### src/rtl/control_sequencer.sv
// T-state control sequencer: decodes IR0 into bus IDs, strobes and ALU enable each T-state.
// Optional memory wait states are enabled with the macro SEQ_WAIT_STATE_EN.
module control_sequencer #(
  parameter int T_STATES      = 8,
  parameter int ZERO_FLAG_BIT = 0
) (
  input  logic                clk,
  input  logic                reset,
  input  logic [7:0]          ir0,
  input  logic [3:0]          alu_status,
  input  logic                hlt,
  input  logic                resume,
  input  logic                mem_ready,
  output logic [T_STATES-1:0] t_onehot,
  output logic [2:0]          mid,
  output logic [2:0]          sid,
  output logic                mid_sid_en,
  output logic [1:0]          amid,
  output logic                pc_inr,
  output logic                ar_inr,
  output logic                alu_en,
  output logic [4:0]          alu_opcode,
  output logic                halted
);

  localparam int TW = $clog2(T_STATES);

  localparam logic [1:0] TYPE_MOV = 2'd0;
  localparam logic [1:0] TYPE_MVI = 2'd1;
  localparam logic [1:0] TYPE_ALU = 2'd2;

  localparam logic [4:0] SYS_HLT    = 5'd1;
  localparam logic [4:0] SYS_INC_AR = 5'd2;
  localparam logic [4:0] SYS_LDAR   = 5'd3;
  localparam logic [4:0] SYS_JMP    = 5'd4;
  localparam logic [4:0] SYS_JZ     = 5'd5;

  localparam logic [2:0] ID_MEM = 3'd1;

  typedef enum logic [1:0] {START, RUN, HALTED} state_t;

  state_t        state, state_next;
  logic [TW-1:0] timer, timer_next;
  logic [1:0]    op_type;
  logic [4:0]    sys_op;
  logic          zero_flag;
  logic          jump_taken;
  logic          last_step;
  logic          halt_instr;
  logic          hold;
  logic          unused_inputs;

  assign op_type       = ir0[7:6];
  assign sys_op        = ir0[4:0];
  assign zero_flag     = alu_status[ZERO_FLAG_BIT];
  assign jump_taken    = (sys_op == SYS_JMP) || ((sys_op == SYS_JZ) && zero_flag);
  assign alu_opcode    = ir0[4:0];
  assign halted        = (state == HALTED);
  assign unused_inputs = ^{alu_status, mem_ready};

  always_ff @(posedge clk or posedge reset) begin
    if (reset) begin
      state <= START;
      timer <= '0;
    end else begin
      state <= state_next;
      timer <= timer_next;
    end
  end

  // Step decode: everything idles outside RUN; later steps override the fetch-free defaults.
  always_comb begin
    t_onehot   = '0;
    mid        = 3'd7;
    sid        = 3'd7;
    mid_sid_en = 1'b0;
    amid       = 2'd0;
    pc_inr     = 1'b0;
    ar_inr     = 1'b0;
    alu_en     = 1'b0;
    last_step  = 1'b0;
    halt_instr = 1'b0;
    hold       = 1'b0;
    if (state == RUN) begin
      t_onehot = T_STATES'(1) << timer;
      if (timer == '0) begin
        mid        = ID_MEM;
        sid        = 3'd0;
        mid_sid_en = 1'b1;
        pc_inr     = 1'b1;
      end else if (timer == TW'(1)) begin
        last_step = 1'b1;
        case (op_type)
          TYPE_MOV: begin
            mid        = ir0[5:3];
            sid        = ir0[2:0];
            mid_sid_en = 1'b1;
            amid       = ((ir0[5:3] == ID_MEM) || (ir0[2:0] == ID_MEM)) ? 2'd1 : 2'd0;
          end
          TYPE_MVI: begin
            mid        = ID_MEM;
            sid        = ir0[2:0];
            mid_sid_en = 1'b1;
            pc_inr     = 1'b1;
          end
          TYPE_ALU: alu_en = 1'b1;
          default: begin
            if (sys_op == SYS_HLT) begin
              halt_instr = 1'b1;
            end else if (sys_op == SYS_INC_AR) begin
              ar_inr = 1'b1;
            end else if (sys_op == SYS_LDAR) begin
              mid        = ID_MEM;
              sid        = 3'd4;
              mid_sid_en = 1'b1;
              pc_inr     = 1'b1;
              last_step  = 1'b0;
            end else if (jump_taken) begin
              mid        = 3'd4;
              sid        = 3'd6;
              mid_sid_en = 1'b1;
              last_step  = 1'b0;
            end
          end
        endcase
      end else if ((timer == TW'(2)) && (op_type == 2'd3)) begin
        if (sys_op == SYS_LDAR) begin
          mid        = ID_MEM;
          sid        = 3'd5;
          mid_sid_en = 1'b1;
          pc_inr     = 1'b1;
          last_step  = 1'b1;
        end else if (jump_taken) begin
          mid        = 3'd5;
          sid        = 3'd7;
          mid_sid_en = 1'b1;
          last_step  = 1'b1;
        end
      end
    end
`ifdef SEQ_WAIT_STATE_EN
    // A memory step stalls until the memory answers; strobes fire only on the completing cycle.
    hold = mid_sid_en && ((mid == ID_MEM) || (sid == ID_MEM)) && !mem_ready;
    if (hold) begin
      pc_inr = 1'b0;
      ar_inr = 1'b0;
    end
`else
    hold = 1'b0;
`endif
  end

  always_comb begin
    state_next = state;
    timer_next = timer;
    case (state)
      START: begin
        state_next = RUN;
        timer_next = '0;
      end
      RUN: begin
        if (!hold) begin
          if (last_step || halt_instr) begin
            timer_next = '0;
            if (halt_instr || hlt) state_next = HALTED;
          end else if (timer == TW'(T_STATES - 1)) begin
            timer_next = '0;
          end else begin
            timer_next = timer + TW'(1);
          end
        end
      end
      HALTED: begin
        if (resume && !hlt) begin
          state_next = RUN;
          timer_next = '0;
        end
      end
      default: begin
        state_next = START;
        timer_next = '0;
      end
    endcase
  end

endmodule
### config.mk
export PLATFORM = sky130hd
export DESIGN_NAME = control_sequencer
export DESIGN_NICKNAME = d
export VERILOG_FILES = /design/src/rtl/control_sequencer.sv
export SDC_FILE = /design/constraint.sdc
export NUM_CORES = 1
export LEC_CHECK = 0
export CORE_MARGIN = 2
export CORE_UTILIZATION = 40
export DETAILED_ROUTE_END_ITERATION = 10
export GPL_TIMING_DRIVEN = 0
export PLACE_DENSITY = 0.81
export SYNTH_ARGS = -nofsm -noshare
export SYNTH_HDL_FRONTEND = slang
export SYNTH_SLANG_ARGS = --single-unit
### constraint.sdc
create_clock -name clk -period 2.1 [get_ports clk]
set_clock_uncertainty 0.1 [all_clocks]
set_input_delay 0.21 -clock clk [delete_from_list [all_inputs] [get_ports clk]]
set_output_delay 0.21 -clock clk [all_outputs]
set_load 0.02 [all_outputs]
==> impl_metrics.yaml <==
clock_tree:
  cts_tree: "built"
  clk_latency_ns: 0.25
  ctsHoldBuffers: 0
  clock_sinks: 5
  cts_max_path_buffers: 2
  cts_root_buf: "clkbuf_4"
  cts_made_buffers: 3
  htreeDepth: 1
  cts.clk_slew.worst_paths_ns: 0.04
routing:
  ant_nets: 0
  detail_route.wl_per_cell_um: 12.94
  viasPerCell: 5.138
  drt_iter0_markers: 23
  first_pass_iters: 4
  drcViolationCount: 0
  vias: 971
  wirelength_mm: 2.445
logic_synthesis:
  yosys.area.top_type_share: 0.1620
  synthSimpleGateAreaFrac: 0.3270
  syn_avg_cell_area_um2: 7.200
  yosys.area.top_type: "ha_1"
  seq_area_frac_synth: 0.1473
  yosysMostFrequentCell: "nand2_1"
  synth_area_um2: 849.6
  ys.flop_type: "dfrtp_1"
  synthXorXnorAreaFrac: 0
  synthAdderAreaFrac: 0.1620
  synth_fp_nets: 146
  synth_mux_area_frac: 0.01325
  synth-async-reset-ratio: 1.000
  synth_top_family_by_area: "simple AND/OR/NAND/NOR gates"
  synth-edff-count: 0
  ys_types: 35
  netlist_instances: 118
  yosys_register_bits: 5
  synthTopCellsByCount: "nand2_1, ha_1, inv_1, nor2_1, a21oi_1"
  synth_top_cells_by_area: "ha_1, dfrtp_1, nand2_1"
  ys_warn_count: 0
  synth-compound-area-share: 0.2209
die:
  start_util: 0.4287
  row_count: 16
  io_pins: 43
  die_w_um: 50.09
  die-area_mm2: 0.002509
  die_h_um: 50.09
  core-area_mm2: 0.001982
job:
  maxCapViolCount: 0
sta:
  setup_violations: 0
  maxClockFrequency_mhz: 503.8
  finalHoldViolCount: 0
  post-route-min-period_ns: 1.985
  final.period_utilization: 0.9451
  rsz0062_at_grt: "no"
  fin_ws_ns: 0.1153
  maxSlewViolCount: 0
placement:
  dp_hpwl_mm: 1.843
  place_ws_ns: -0.8241
  portBuffers: 37
  finalWeightedCongestion: 0.9118
run_status:
  status: "finished, final reports clean"
global_route:
  grt_pass1_wl_mm: 4.036
  grt_pass1_vias: 943
  antenna_found_initial: 0
  grt_max_degree: 11
  grt_remaining_overflow: 0
  grt_usage: 0.2053
critical_path:
  worst_setup_path_start_kind: "input pin"
  worst_r2r_path_depth: 7
  rr_startpoint: "timer[0]"
  worstPathRequired_ns: 1.79
  cp.arrival_ns: 1.67
  regToRegSetupSlack_ns: 0.30
  path_class: "in -> out"
  r2r_end: "timer[1]"
  end_kind: "primary output"
  worst-path-max-fanout: 4
cells_and_area:
  layout.nets: 191
  antenna_cells: 0
  multi_input_area_um2: 693.2
  drive_gt1_frac: 0.3086
  final_util: 0.6553
  fillerInstances: 186
  area_growth_syn_to_layout_pct: 52.87
  register_area_um2: 126.4
power:
  power.total_mw: 1.417
  ir_worst_vdd_uv: 768.7
  p_per_area_mw_per_mm2: 1091
  leakagePower_nw: 0.6547
min_path:
  hold_path_class: "in -> async"
state kept, by name, indices dropped and copies added, names as in the netlist:
register and count:
state 2, timer 3
per-layer routing:
metal	track usage	vias to the layer above	part of all wire
met5	0	-	0
li1	-	489	-
met1	0.2206	439	0.42
met3	0.03030	3	0.066
met4	0.06944	0	0.011
met2	0.3969	40	0.50
stage by stage:
step / TNS, ns / hold slack, ns / area [um2] / instances
after global placement: -6.396 / 0.3152 / 1254 / 182
after detailed placement: -7.040 / 0.3275 / 1254 / 182
after floorplan: 0 / -0.1115 / 849.6 / 118
after CTS: -0.01598 / 0.06205 / 1297 / 185
final: 0 / 0.05904 / 1299 / 189
after global routing: 0 / 0.06325 / 1299 / 189
worst max-delay path by stage:
stage / cells after the start / to / startpoint
3_3_place_gp: 7 / pc_inr / ir0[1]
5_1_grt: 5 / t_onehot[4] / timer[0]
4_1_cts: 6 / mid_sid_en / ir0[2]
2_1_floorplan: 6 / ar_inr / timer[1]
6_report: 7 / mid_sid_en / alu_status[0]
3_5_place_dp: 7 / pc_inr / ir0[1]
critical path, stage by stage:
cell             delay (ns)
clkdlybuf4s50_1        0.39
nand2b_1               0.15
a31oi_1                0.22
nand2b_2               0.19
a21oi_1                0.06
o31a_1                 0.29
buf_2                  0.16
where the power goes:
group	leakage [nW]	internal, mW	switching, mW
Clock	0.0150	0.0720	0.0419
Combinational	0.579	0.471	0.644
Sequential	0.0604	0.136	0.0525
cells by family (layout without fill, tap and decap cells):
| family | Yosys count | count (layout) |
|---|---|---|
| buffers and inverters | 20 | 64 |
| other | 1 | 1 |
| muxes | 1 | 1 |
| DFF | 5 | 5 |
| adders and majority gates | 11 | 11 |
| AOI/OAI and AO/OA | 28 | 28 |
| and+or+nand+nor | 52 | 52 |
timing repair:
| action | CTS | global route |
|---|---|---|
| gates resized for setup | 63 | 27 |
| setup buffers | 0 | 4 |
| endpoints found under the setup margin | 18 | 12 |
| pin swaps | 0 | 3 |
| gates cloned | 0 | 0 |
cells in the final DEF, fill, tap and decap left out, drive strengths merged, types with 2 or more instances in the layout:
| cell | Yosys | final |
|---|---|---|
| buf | 7 | 19 |
| nand2 | 14 | 14 |
| clkbuf | 2 | 13 |
| clkdlybuf4s50 | 0 | 11 |
| inv | 11 | 11 |
| nor2 | 11 | 11 |
| ha | 11 | 11 |
| dlygate4sd2 | 0 | 10 |
| a21oi | 8 | 8 |
| and2 | 5 | 5 |
| and3 | 5 | 5 |
| nand2b | 5 | 5 |
| dfrtp | 5 | 5 |
| o21ai | 4 | 4 |
| nor3 | 4 | 4 |
| a31oi | 3 | 3 |
| o211ai | 3 | 3 |
| o31ai | 2 | 2 |
| a211oi | 2 | 2 |
| and3b | 2 | 2 |
| nor2b | 2 | 2 |
| a211o | 2 | 2 |
area by class of cell:
class / count / area share
well taps: 27 / 0.02601
clock buffers: 4 / 0.02023
multi-input cells: 93 / 0.5337
flip-flops and latches: 5 / 0.09730
inverters: 11 / 0.03179
repair buffers: 41 / 0.2437
plain buffers: 8 / 0.04721
No activity file was read; power rests on OpenSTA's default activity.
